<file path="src/rtl/game_pkg.sv">
// Shared geometry constants and camera FSM encoding, common to camera_frame_ctrl and pixel_gen.
// No logic; constants and types only.
package game_pkg;

  localparam int unsigned PHY_WIDTH    = 14;
  localparam int unsigned BLOCK_WIDTH  = 480;
  localparam int unsigned CHAR_WIDTH_Y = 32;
  localparam int unsigned CAM_WIDTH    = 5;
  localparam int unsigned MAX_CAMERA   = 31;

  typedef enum logic [1:0] {
    IDLE   = 2'd0,
    DIVIDE = 2'd1,
    COMMIT = 2'd2
  } state_t;

endpackage

</file>
<file path="src/rtl/iter_const_div.sv">
// Repeated-subtract divider by a constant with quotient saturation; one subtract per enabled cycle.
// start loads the dividend; done is combinational and high once no further subtract is allowed.
module iter_const_div #(
  parameter int unsigned DW      = 15,
  parameter int unsigned DIVISOR = 480,
  parameter int unsigned QW      = 5,
  parameter int unsigned QMAX    = 31
) (
  input  logic          clk,
  input  logic          rst_n,
  input  logic          start,
  input  logic          step,
  input  logic [DW-1:0] dividend,
  output logic [QW-1:0] quot,
  output logic          done
);

  logic [DW-1:0] rem;

  // Saturated quotient also ends the division; the leftover remainder is simply dropped.
  assign done = !((rem >= DW'(DIVISOR)) && (quot < QW'(QMAX)));

  always_ff @(posedge clk or negedge rst_n) begin
    if (!rst_n) begin
      rem  <= '0;
      quot <= '0;
    end else if (start) begin
      rem  <= dividend;
      quot <= '0;
    end else if (step && !done) begin
      rem  <= rem - DW'(DIVISOR);
      quot <= quot + QW'(1);
    end
  end

endmodule

</file>
<file path="src/rtl/camera_frame_ctrl.sv">
// Per-frame camera index and character snapshot for pixel_gen; commits q+2 edges after frame_start.
// frame_start while busy is dropped and latches the sticky overrun flag.
module camera_frame_ctrl #(
  parameter int unsigned PHY_WIDTH    = game_pkg::PHY_WIDTH,
  parameter int unsigned BLOCK_WIDTH  = game_pkg::BLOCK_WIDTH,
  parameter int unsigned CHAR_WIDTH_Y = game_pkg::CHAR_WIDTH_Y,
  parameter int unsigned CAM_WIDTH    = game_pkg::CAM_WIDTH,
  parameter int unsigned MAX_CAMERA   = game_pkg::MAX_CAMERA
) (
  input  logic                 sys_clk,
  input  logic                 sys_rst_n,
  input  logic                 frame_start,
  input  logic [PHY_WIDTH-1:0] char_abs_x,
  input  logic [PHY_WIDTH-1:0] char_abs_y,
  output logic [CAM_WIDTH-1:0] camera_y,
  output logic [PHY_WIDTH-1:0] char_snap_x,
  output logic [PHY_WIDTH-1:0] char_snap_y,
  output logic                 busy,
  output logic                 update_done,
  output logic                 overrun
);
  import game_pkg::*;

  localparam int unsigned DW = PHY_WIDTH + 1;

  state_t                 state, state_nxt;
  logic [DW-1:0]          dividend;
  logic                   div_start, div_step, div_done;
  logic [CAM_WIDTH-1:0]   div_quot;
  logic [PHY_WIDTH-1:0]   x_snap, y_snap;

  // One extra bit so the centre offset can never wrap.
  assign dividend = {1'b0, char_abs_y} + DW'(CHAR_WIDTH_Y / 2);
  assign busy     = (state != IDLE);

  iter_const_div #(
    .DW      (DW),
    .DIVISOR (BLOCK_WIDTH),
    .QW      (CAM_WIDTH),
    .QMAX    (MAX_CAMERA)
  ) u_div (
    .clk      (sys_clk),
    .rst_n    (sys_rst_n),
    .start    (div_start),
    .step     (div_step),
    .dividend (dividend),
    .quot     (div_quot),
    .done     (div_done)
  );

  always_comb begin
    state_nxt = state;
    div_start = 1'b0;
    div_step  = 1'b0;
    case (state)
      IDLE: begin
        if (frame_start) begin
          state_nxt = DIVIDE;
          div_start = 1'b1;
        end
      end
      DIVIDE: begin
        div_step = 1'b1;
        if (div_done) state_nxt = COMMIT;
      end
      COMMIT:  state_nxt = IDLE;
      default: state_nxt = IDLE;
    endcase
  end

  always_ff @(posedge sys_clk or negedge sys_rst_n) begin
    if (!sys_rst_n) state <= IDLE;
    else            state <= state_nxt;
  end

  always_ff @(posedge sys_clk or negedge sys_rst_n) begin
    if (!sys_rst_n) begin
      x_snap      <= '0;
      y_snap      <= '0;
      camera_y    <= '0;
      char_snap_x <= '0;
      char_snap_y <= '0;
      update_done <= 1'b0;
      overrun     <= 1'b0;
    end else begin
      update_done <= 1'b0;
      if (div_start) begin
        x_snap <= char_abs_x;
        y_snap <= char_abs_y;
      end
      // All visible outputs move together so pixel_gen never sees a mixed frame.
      if (state == COMMIT) begin
        camera_y    <= div_quot;
        char_snap_x <= x_snap;
        char_snap_y <= y_snap;
        update_done <= 1'b1;
      end
      if (frame_start && busy) overrun <= 1'b1;
    end
  end

endmodule
</file>
<file path="config.mk">
export PLATFORM = sky130hd
export DESIGN_NAME = camera_frame_ctrl
export DESIGN_NICKNAME = d
export VERILOG_FILES = /design/src/rtl/game_pkg.sv /design/src/rtl/iter_const_div.sv /design/src/rtl/camera_frame_ctrl.sv
export SDC_FILE = /design/constraint.sdc
export NUM_CORES = 1
export LEC_CHECK = 0
export BUFFER_PORTS_ARGS = -buffer_cell sky130_fd_sc_hd__buf_2
export CAP_MARGIN = 20
export CORE_ASPECT_RATIO = 1.5
export CORE_MARGIN = 3
export CORE_UTILIZATION = 45
export DETAILED_ROUTE_END_ITERATION = 16
export GPL_TIMING_DRIVEN = 0
export PLACE_DENSITY = 0.66
export RECOVER_POWER = 50
export REMOVE_ABC_BUFFERS = 1
export SYNTH_ARGS = -nofsm -noshare
export SYNTH_HDL_FRONTEND = slang
export SYNTH_HIERARCHICAL = 1
export SYNTH_SLANG_ARGS = --single-unit
</file>
<file path="constraint.sdc">
create_clock -name sys_clk -period 4.3 [get_ports sys_clk]
set_input_delay 0.215 -clock sys_clk [delete_from_list [all_inputs] [get_ports sys_clk]]
set_output_delay 0.215 -clock sys_clk [all_outputs]
set_load 0.005 [all_outputs]
</file>
# Word-level counts from Yosys, hierarchy flattened
# Index checks and enable logic that the tools add are counted.
[word_totals] output_inout_bits=36 reg_bits=85 word_cells=37
[classes] n_mux=11 addsub=3 reduce_logical=7 magnitude_cmp=2 n_eq_ne=4
[op_table] op="15-bit two-way mux" count=2
[op_table] op="14-bit by 5-bit adder with 15-bit output (second input constant)" count=1
[op_table] op="15-bit by 9-bit greater-or-equal comparator with 1-bit output (second input constant)" count=1
[op_table] op="15-bit by 9-bit subtractor with 15-bit output (second input constant)" count=1
[op_table] op="5-bit two-way mux" count=2
[op_table] op="5-bit by 1-bit adder with 5-bit output (second input constant)" count=1
[op_table] op="5-bit < comparator (second input constant)" count=1
[op_table] op="1-bit two-way mux" count=4
[op_table] op="2-bit two-way mux" count=2
[op_table] op="2-bit != test (second input constant)" count=2
[op_table] op="2-bit one-hot mux with 2 select lines" count=1
[op_table] op="2-bit nonzero test" count=2
[op_table] op="1-bit logical AND" count=3
[op_table] op="2-bit by 1-bit == test with 1-bit output (second input constant)" count=1
[op_table] op="2-bit == test (second input constant)" count=1
[op_table] op="2-bit zero test" count=1
[op_table] op="2-bit AND reduction" count=1

# Logic depth before layout (Yosys ltp)
# Gate-level depths: netlist (run 1).
[depth] depth_word=5 depth_mapped=8

# By module
# Netlist (run 1), hierarchy kept.
[modules_own_cells] mod="camera_frame_ctrl" cells_per_inst=163 area_each_um2=2730.1 n_inst=1 seq_area_each_um2=1626.6
[modules_own_cells] mod="iter_const_div" cells_per_inst=105 area_each_um2=1089.8 n_inst=1 seq_area_each_um2=500.5

# Least setup slack after synthesis (run 1)
# OpenSTA, ideal clock, no wires.
[synth_timing] path_kind="register -> register" startpoint="reg u_div.rem[9]" endpoint="reg u_div.rem[6]" period_less_slack_ps=2408 arrival_ps=2283 path_stages_with_launch=7 required_time_ps=4175 path_slack_ps=1892 path_cell_list="dfrtp_1 -> or4_1 -> or4_1 -> buf_6 -> a21oi_2 -> mux2_1 -> mux2_2"
[synth_via] elab_chain_len=4
[synth_rtl] item="start, declared" line="iter_const_div.sv:18" source="logic [DW-1:0] rem;"
[synth_rtl] item="start signal, assigned" line="iter_const_div.sv:28" source="rem <= dividend;"
[synth_rtl] item="start signal, assigned" line="iter_const_div.sv:31" source="rem <= rem - DW'(DIVISOR);"
[synth_rtl] item="15-bit by 9-bit greater-or-equal comparator with 1-bit output" line="iter_const_div.sv:21" source="assign done = !((rem >= DW'(DIVISOR)) && (quot < QW'(QMAX)));"
[synth_rtl] item="1-bit logical AND" line="iter_const_div.sv:21"
[synth_rtl] item="1-bit logical AND" line="iter_const_div.sv:30" source="end else if (step && !done) begin"
[synth_rtl] item="2-bit nonzero test (no line)"
# Every way passes these cells.
# A chain may end at the register's enable or synchronous reset.

# Worst setup path after layout (run 1)
[layout_timing] startpoint="reg u_div.rem[10]" endpoint="reg u_div.rem[6]"
# The elaborated chain is that of the path after synthesis.

==> results.md, run 1 <==
* Maximum fanout along the worst path at 13
* Mean instance size in the synthesized netlist at 14.3 um^2
* Final period demand of the worst path at 2.75 ns
* Met1 track demand over resource in global routing at 19.2%
* Sink count of the clock tree at 85
* Final core utilization at 54.8%
* Cell chain of the critical path: or4_1, nor3_2, a21oi_2, mux2_1, mux2_2
* Post-route ant nets at 0
* Result of the run: finished, violations left
* Core Box Area at 8160 um^2
* Post-Route WL at 6860 um
* Worst Setup Path Type: register to register
* Global-route wire length before repair at 11,800 um
* Cell with the most instances after synthesis: dfrtp_1
* Critical path's largest stage delay at 0.71 ns
* Ports at 67
* Skew-Pair Late Insertion Delay at 0.34 ns
* Unrepaired setup endpoints after global routing: false
* Main area contributors after synthesis: dfrtp_1 (56%), mux2_2 (11%), mux2_4 (11%)
* Mean routed wirelength per cell at 15.4 um
* Total of endpoints with negative setup slack in the final report at 0
* Top-area cell type share of the netlist area at 55.7%
* Overall power at 3.13 mW
* Post-synth top area cell: dfrtp_1
* Distinct cells, synth at 41
* Iteration-0 DRC Markers at 89
* Site row count at 40
* Number of placed instances, taps included at 429
* HPWL Detailed at 4620 um
* Area of combinational cells with multiple inputs at 1570 um^2
* Transition at the pin with the smallest max-transition slack at 1.76 ns
* Power per Cell Area at 701 nW/um^2
* Number of warnings reported in the yosys synthesis log at 6
* Die extent in x at 81.2 um
* Path type of the worst min-delay path: input pin to register
* IR drop worst, VDD at 0.328 mV
* Buffers from clock root to sink, at most at 2
* Clk_skew at 0.00556 ns
* Pre-antenna DRT Iters at 4
* Global routing's busiest layer: met2
* Hold path start: frame_start
* Maximum frequency from static timing analysis at 0.364 GHz
* Number of synthesized flops with an enable pin at 0
* Number of buffers inserted during clock tree synthesis at 9
* Proportion of synthesized chip area in sequential cells at 55.7%
* Total GRT Usage at 16.1%
* Worst slew margin relative to its limit at -17.2%
* Hold violation count in the final report at 0
* Number of vias per cell at 5.15
* Total DRC errors in the routed layout at 0
* Fillcell total at 708
* Routed vias at 2,293
* Clock root buffer master: clkbuf_16
* Largest net degree at the start of global routing at 75
* Data arrival, critical path at 2.97 ns
* Share of synthesized registers carrying an async set or reset at 100%
* Number of antenna cells inserted at 0
* Initial standard-cell utilization of the core at 46.8%
* CTS tree: done
* Number of synthesized register bits at 85
* Cell Count, Final, Fillers Out at 445
* Die Outline Area at 9650 um^2
* Net count of the finished layout at 370
* Number of H-tree levels at 3
* Summed instance area of the synthesized netlist at 3820 um^2
* Number of max-slew violations in the final report at 75
* Final period utilization at 63.9%
* Total area of sequential cells at 2130 um^2
* Violated checks: capacitance limit, slew limit
* Worst setup startpoint: u_div/rem[10]$_DFFE_PN0P_
* Primary flip-flop cell chosen by synthesis mapping: dfrtp_1
* Cell type of the slowest stage on the worst timing path: nor3_2
* Vias in the first global route at 2,410
* Launching element type of the critical path: register
* Synthesis-to-finish area growth at 17.1%
* Fraction of met2 tracks used by global routing at 26.2%
* GR met3 Demand/Resource at 3.56%
* Hold Slack at 0.0991 ns
* Remaining global-route overflow at 0
* Antenna violations before repair at 0
* # port buffers at 66
* Sum Neg Setup Slack at 0 ns
* Routability cong. at 0.732
* Max-cap violations at 1
* Clock-pin slew on the worst setup and hold paths at 0.06 ns
* Vertical extent of the die at 119 um
* Cell count after synthesis at 268
* Launch instance of the worst register-to-register path: u_div/rem[10]$_DFFE_PN0P_
* Data required time at the worst endpoint at 4.52 ns
* Fraction of final layout cells with drive strength greater than 1 at 44.4%
* Critical Path Sink Type: register
* Total leakage power at 2.11 nW
* Top cells by instance count after synthesis: dfrtp_1 (85), mux2_2 (39), mux2_4 (28), xnor2_1 (20), nand2_1 (11)
[path summary, 6_finish.rpt]
check,endpoint,slack (ns),cells past startpoint
setup reg to reg,u_div/rem[6]$_DFFE_PN0P_,1.55,5
hold / removal,overrun$_DFFE_PN0P_,0.1,2
min in group asynchronous,y_snap[0]$_DFFE_PN0P_,0.40,2
hold reg to reg,overrun$_DFFE_PN0P_,0.45,1
setup / recovery,u_div/rem[6]$_DFFE_PN0P_,1.55,5
max in group asynchronous,u_div/quot[2]$_DFFE_PN0P_,1.76,3
[through the flow]
step           cell area (um^2)  setup WS (ns)
4_1_cts                    4510           1.58
3_3_place_gp               4170          0.973
6_report                   4470           1.55
2_1_floorplan              3710           1.81
5_1_grt                    4470           1.30
3_5_place_dp               4240           1.59
[critical path: cells and delay by family (launching register included)]
family	cells	cell delay, ns
simple gates	2	1.31
flops	1	0.46
mux	2	0.63
compound gates	1	0.24
[kinds of logic (layout without fill, tap and decap cells)]
group / Yosys count / after routing / synth area share [%]
XOR/XNOR: 21 / 21 / 4.82
multiplexers: 69 / 69 / 23.1
AND/OR/NAND/NOR: 45 / 45 / 6.81
AO/OA/AOI/OAI: 27 / 27 / 5.18
flip-flops: 85 / 85 / 55.7
buffers and inverters: 18 / 90 / 3.47
adder cells (fa/ha/maj): 3 / 3 / 0.983
[repair_timing]
| action | CTS | global route |
|---|---|---|
| hold buffers | 1 | 0 |
| buffers inserted | 0 | 0 |
| setup endpoints to repair | 0 | 0 |
| endpoints found under the hold margin | 11 | 0 |
| gates resized for setup | 0 | 0 |
[sequential cells by signal, indices dropped and copies added (netlist names)]
signal / count
camera_y: 5
char_snap_x: 14
y_snap: 14
overrun: 1
update_done: 1
u_div/rem: 15
state: 2
char_snap_y: 14
u_div/quot: 5
x_snap: 14
[cell usage in the layout, fill, tap and decap left out, drive strengths merged, types with 2 or more instances in the layout]
cell / n
a211oi: 6
a21o: 2
a21oi: 2
and3: 3
and4: 2
buf: 63
clkbuf: 18
clkinv: 2
dfrtp: 85
ha: 3
inv: 6
mux2: 68
nand2: 11
nand3: 6
nand4: 5
nor2: 7
nor3: 3
o21ai: 11
or4: 3
xnor2: 20
[report_power, final]
| group | internal [mW] | total [mW] | switching (mW) | leakage [nW] |
|---|---|---|---|---|
| clock | 0.402 | 0.685 | 0.283 | 0.129 |
| sequential | 1.17 | 1.41 | 0.239 | 1.06 |
| combinational | 0.625 | 1.04 | 0.417 | 0.914 |
| total | 2.20 | 3.13 | 0.939 | 2.11 |
[area by class of cell]
type,instances,area share [%]
Sequential cell,85,47.5
Multi-Input combinational cell,165,35.0
Timing Repair Buffer,69,8.22
Clock buffer,13,5.59
Tap cell,105,2.94
Inverter,6,0.503
Clock inverter,2,0.224
[routing by layer]
metal,up-vias,routed length (um)
li1,1085,-
met1,1142,2790
met2,47,3580
met3,19,272
met4,0,220
met5,-,0
(Power assumes the default switching activity.)
==> run 2: changes to the inputs <==
==> constraint.sdc (replaced) <==
create_clock -name sys_clk -period 2.7 [get_ports sys_clk]
set_input_delay 0.135 -clock sys_clk [delete_from_list [all_inputs] [get_ports sys_clk]]
set_output_delay 0.135 -clock sys_clk [all_outputs]
set_load 0.005 [all_outputs]
==> run 2 against run 1 <==
The run now ends clean. Die area is the same. Global-route usage is essentially flat. Sequential cell count is the same. Count of clock-buffer cells in the layout did not move. Routed wire length about the same. Critical path type unchanged.
==> results.md, run 2 (synthesis results as in run 1) <==
* Maximum frequency from static timing analysis at 0.401 GHz
* Worst setup startpoint: u_div/rem[9]$_DFFE_PN0P_
* Number of vias per cell at 5.17
* Initial standard-cell utilization of the core at 46.8%
* Post-Route WL at 6850 um
* Net count of the finished layout at 370
* Data required time at the worst endpoint at 2.92 ns
* Path type of the worst min-delay path: input pin to register
* Critical Path Sink Type: register
* Fillcell total at 705
* Result of the run: completed
* Overall power at 5.02 mW
* Minimum setup slack after placement at -0.0137 ns
* Remaining global-route overflow at 0
* Most used cells in the layout excluding fill and tap cells: dfrtp_1 (85), buf_2 (62), mux2_2 (39)
* Cell type of the slowest stage on the worst timing path: or4_1
* Routed vias at 2,302
* Maximum fanout along the worst path at 10
* Total DRC errors in the routed layout at 0
* Iteration-0 DRC Markers at 97
* Clock root buffer master: clkbuf_16
* Final period demand of the worst path at 2.49 ns
* Skew-Pair Late Insertion Delay at 0.34 ns
* Number of max-slew violations in the final report at 0
* Transition at the pin with the smallest max-transition slack at 1.06 ns
* Total leakage power at 2.11 nW
* Worst r2r dst: u_div/rem[6]$_DFFE_PN0P_
* Final period utilization at 92.3%
* HPWL Detailed at 4620 um
* Clock-pin slew on the worst setup and hold paths at 0.06 ns
* Most frequent standard cell in the layout excluding fill and tap cells: dfrtp_1
* Launching element type of the critical path: register
* Total GRT Usage at 16.1%
* Largest reg by FF count: u_div/rem
* CTS tree: done
* Worst slew margin relative to its limit at 29.0%
* Core Box Area at 8160 um^2
* Pre-antenna DRT Iters at 4
* Vertical extent of the die at 119 um
* Unrepaired setup endpoints after global routing: false
* Launch instance of the worst register-to-register path: u_div/rem[9]$_DFFE_PN0P_
* Number of antenna cells inserted at 0
* Area of combinational cells with multiple inputs at 1590 um^2
* Smallest setup slack after layout at 0.208 ns
* Data arrival, critical path at 2.71 ns
* Total area of sequential cells at 2130 um^2
* Antenna violations before repair at 0
* Cells on worst reg2reg path at 5
* Synthesis-to-finish area growth at 17.7%
* Hold violation count in the final report at 0
* Max-cap violations at 0
* Global-route wire length before repair at 11,800 um
* Routability cong. at 0.732
* Number of flip-flops under the largest register name at 15
* Largest net degree at the start of global routing at 75
* Vias in the first global route at 2,414
* Ports at 67
* Critical path's largest stage delay at 0.54 ns
* Die extent in x at 81.2 um
* Fraction of final layout cells with drive strength greater than 1 at 45.0%
* Worst Setup Path Type: register to register
* Mean routed wirelength per cell at 15.4 um
* Power per Cell Area at 1120 nW/um^2
* Die Outline Area at 9650 um^2
* CP endpoint: u_div/rem[6]$_DFFE_PN0P_
* Cell area after layout at 4500 um^2
* IR drop worst, VDD at 0.524 mV
* Clk_skew at 0.00551 ns
* Cell chain of the critical path: or4_1, or4_4, a21oi_4, mux2_1, mux2_2
* Sink count of the clock tree at 85
* Internal reg-to-reg setup slack at 0.21 ns
* Number of buffers inserted during clock tree synthesis at 9
* Site row count at 40
* Buffers from clock root to sink, at most at 2
* # port buffers at 66
* Number of H-tree levels at 3
* Placement-stage cell area at 4240 um^2
* Post-route ant nets at 0
* Total of endpoints with negative setup slack in the final report at 0
==> run 2: routing by layer <==
metal | part of all wire (%) | vias to the layer above | track usage (%)
li1 | - | 1084 | -
met1 | 41 | 1154 | 19.2
met2 | 52 | 45 | 26.2
met3 | 3.8 | 19 | 3.56
met4 | 3.2 | 0 | 9.20
met5 | 0 | - | 0
==> run 2: cell type report <==
cell class,instances,area share [%]
sequential,85,47.3
clock inverter,2,0.223
tap,105,2.92
clock buffer,13,5.56
multi-input combinational,165,35.3
inverter,6,0.501
timing repair buffer,69,8.24
==> run 2: worst min path at each step <==
stage                           start  depth (start not counted)                      end  slack (ns)
after floorplan             sys_rst_n                          0  camera_y[0]$_DFFE_PN0P_       -0.16
final                     frame_start                          2      overrun$_DFFE_PN0P_        0.02
after global placement    frame_start                          2      overrun$_DFFE_PN0P_        0.36
after global routing      frame_start                          2      overrun$_DFFE_PN0P_        0.01
after CTS                 frame_start                          2      overrun$_DFFE_PN0P_       0.002
after detailed placement    sys_rst_n                          1    y_snap[0]$_DFFE_PN0P_      -0.008
==> run 2: critical path: cells and delay by family (launching register included) <==
family,cells,cell delay (ns)
flip-flops,1,0.44
AO/OA/AOI/OAI,1,0.27
multiplexers,2,0.61
AND/OR/NAND/NOR,2,1.07
==> run 2: where the power goes <==
part | switching [mW] | internal [mW]
logic | 0.673 | 1.01
clock network | 0.451 | 0.640
registers | 0.385 | 1.86
==> run 2: stage by stage <==
| step | TNS [ns] | cells | util, % | hold WS, ns |
|---|---|---|---|---|
| final | 0 | 445 | 55.1 | 0.0193 |
| after detailed placement | -0.0137 | 429 | 51.9 | -0.00763 |
| after global routing | 0 | 445 | 55.1 | 0.0126 |
| after CTS | 0 | 445 | 55.4 | 0.00189 |
| after floorplan | 0 | 256 | - | -0.161 |
| after global placement | -20.91 | 427 | 51.1 | 0.361 |
==> run 2: timing repair <==
action / in CTS / in global routing
endpoints found under the hold margin: 85 / 0
resized for setup: 2 / 1
setup buffers: 0 / 0
setup endpoints to repair: 1 / 1
hold buffers: 1 / 0
gates cloned: 0 / 0
==> run 3: changes to the inputs <==
--- a/config.mk
+++ b/config.mk
@@ -9,11 +9,11 @@
 export CAP_MARGIN = 20
 export CORE_ASPECT_RATIO = 1.5
 export CORE_MARGIN = 3
-export CORE_UTILIZATION = 45
+export CORE_UTILIZATION = 56
+export CTS_BUF_LIST = sky130_fd_sc_hd__clkbuf_4 sky130_fd_sc_hd__clkbuf_8 sky130_fd_sc_hd__clkbuf_16
 export DETAILED_ROUTE_END_ITERATION = 16
 export GPL_TIMING_DRIVEN = 0
-export PLACE_DENSITY = 0.66
-export RECOVER_POWER = 50
+export PLACE_DENSITY = 0.8
 export REMOVE_ABC_BUFFERS = 1
 export SYNTH_ARGS = -nofsm -noshare
 export SYNTH_HDL_FRONTEND = slang
==> run 3 against run 2 <==
Count of clock-buffer cells in the layout unchanged. Non-clock buffer count is 5 higher. Combinational power barely moved. Sequential cell count is the same. Sequential power barely moved. Sequential share of layout area down 0.16 points. Fmax is 0.41% lower. Die area fell by 18%. Routed wire length decreased by 3.8%. Clock skew grew 0.0043 ns.
==> results.md, run 3 (synthesis results as in run 1) <==
* Unrepaired setup endpoints after global routing: false
* Critical Path Sink Type: register
* Number of H-tree levels at 3
* Overall power at 4.95 mW
* # port buffers at 66
* Fillcell total at 486
* Worst slew margin relative to its limit at 31.0%
* Most used cells in the layout excluding fill and tap cells: dfrtp_1 (85), buf_2 (65), mux2_2 (39)
* Mean routed wirelength per cell at 15.6 um
* Vias in the first global route at 2,346
* Synthesis-to-finish area growth at 18.1%
* Share of power burned in registers at 45.1%
* Skew-Pair Late Insertion Delay at 0.35 ns
* Global-route wire length before repair at 10,900 um
* Critical path's largest stage delay at 0.55 ns
* Data arrival, critical path at 2.73 ns
* Number of setup buffers added after CTS at 0
* Largest net degree at the start of global routing at 59
* Area of combinational cells with multiple inputs at 1590 um^2
* Part of the power in combinational logic at 34.4%
* Placement-stage cell area at 4200 um^2
* Share of total power in the clock network at 20.5%
* Post-Route WL at 6600 um
* Net count of the finished layout at 375
* Minimum setup slack after placement at -0.00503 ns
* Buffers from clock root to sink, at most at 2
* Site row count at 36
* Number of buffers inserted during clock tree synthesis at 9
* Initial standard-cell utilization of the core at 58.1%
* Largest reg by FF count: u_div/rem
* Die Outline Area at 7870 um^2
* Cell area after layout at 4510 um^2
* Total GRT Usage at 18.0%
* Cell Count, Final, Fillers Out at 422
* Pre-antenna DRT Iters at 4
* Clock-pin slew on the worst setup and hold paths at 0.08 ns
* CTS tree: done
* IR drop worst, VDD at 0.665 mV
* Total leakage power at 2.14 nW
* Hold Slack at 0.0124 ns
* Data required time at the worst endpoint at 2.93 ns
* Final core utilization at 68.6%
* Die extent in x at 73.4 um
* Sink count of the clock tree at 85
* Hold violation count in the final report at 0
* Number of vias per cell at 5.43
* Number of placed instances, taps included at 400
* Number of flip-flops under the largest register name at 15
* Maximum frequency from static timing analysis at 0.400 GHz
* Switching Fraction at 29.8%
* Core Box Area at 6580 um^2
* Ports at 67
* Post-route ant nets at 0
* Power per Cell Area at 1100 nW/um^2
* Path type of the worst min-delay path: input pin to register
* Max-cap violations at 0
* Number of antenna cells inserted at 0
* Result of the run: completed
* Antenna violations before repair at 0
* Final period utilization at 92.7%
* Crit-path leading delay family: simple AND/OR/NAND/NOR gates
* Iteration-0 DRC Markers at 90
* Power spent charging and discharging nets at 1.48 mW
* Total DRC errors in the routed layout at 0
* Number of max-slew violations in the final report at 0
* Smallest setup slack after layout at 0.197 ns
* Total buffers and inverters traversed by the critical path at 0
* Fraction of final layout cells with drive strength greater than 1 at 46.5%
* Worst Setup Path Type: register to register
* Final period demand of the worst path at 2.50 ns
* Routability cong. at 0.740
* Total of endpoints with negative setup slack in the final report at 0
* Total area of sequential cells at 2130 um^2
* Clk_skew at 0.00977 ns
* Launching element type of the critical path: register
* Most frequent standard cell in the layout excluding fill and tap cells: dfrtp_1
* Vertical extent of the die at 107 um
* Cell internal power dissipation at 3.47 mW
* Cell chain of the critical path: or4_1, or4_4, a21oi_4, mux2_1, mux2_2
* Routed vias at 2,293
* Clock root buffer master: clkbuf_8
* Remaining global-route overflow at 0
* Maximum fanout along the worst path at 10
* Transition at the pin with the smallest max-transition slack at 1.03 ns
* Sum Neg Setup Slack at 0 ns
* HPWL Detailed at 4490 um
* Cell type of the slowest stage on the worst timing path: or4_1
==> run 3: changes by cell type in the layout (fill, tap and decap cells not counted), sizes merged <==
cell | previous run | this run
clkinvlp | 0 | 1
clkbuf | 18 | 13
bufinv | 0 | 2
dlygate4sd3 | 1 | 6
clkinv | 2 | 0
buf | 63 | 68
==> run 3: power groups by stage <==
stage	sequential, mW	clock [mW]	combinational (mW)
final	2.23	1.01	1.70
after global routing	2.31	1.08	1.87
after CTS	2.23	1.04	1.72
after detailed placement	2.25	0	1.69
after global placement	2.21	0	1.62
after floorplan	2.19	0	1.21
==> run 3: per-layer routing <==
metal | up-vias | wire (um) | global-route usage, %
met3 | 11 | 247 | 4.60
li1 | 1104 | - | -
met2 | 55 | 3440 | 29.8
met4 | 0 | 123 | 6.87
met1 | 1123 | 2790 | 22.3
met5 | - | 0 | 0
==> run 3: final timing paths <==
path	startpoint	endpoint	slack, ns	cells past startpoint
hold / removal	char_abs_x[9]	x_snap[9]$_DFFE_PN0P_	0.01	2
max in group asynchronous	sys_rst_n	y_snap[7]$_DFFE_PN0P_	1.82	3
hold reg to reg	overrun$_DFFE_PN0P_	overrun$_DFFE_PN0P_	0.46	1
setup / recovery	u_div/rem[9]$_DFFE_PN0P_	u_div/rem[6]$_DFFE_PN0P_	0.20	5
min in group asynchronous	sys_rst_n	char_snap_x[3]$_DFFE_PN0P_	0.28	2
setup reg to reg	u_div/rem[9]$_DFFE_PN0P_	u_div/rem[6]$_DFFE_PN0P_	0.20	5
==> run 3: final cells by class <==
cell class / instances / share of cell area [%]
timing repair buffer: 74 / 9.93
tap: 76 / 2.11
multi-input combinational: 165 / 35.1
inverter: 6 / 0.499
clock inverter: 3 / 1.50
sequential: 85 / 47.1
clock buffer: 13 / 3.69
==> run 3: worst register-to-register path, stage by stage (launching register included) <==
cell     delay (ns)
dfrtp_1        0.45
or4_1          0.55
or4_4          0.53
a21oi_4        0.27
mux2_1         0.34
mux2_2         0.26
==> run 3: repair_timing <==
action / in CTS / in global routing
hold buffers: 4 / 2
cloned: 0 / 0
resized for setup: 1 / 2
setup endpoints to repair: 1 / 1
endpoints found under the hold margin: 38 / 2
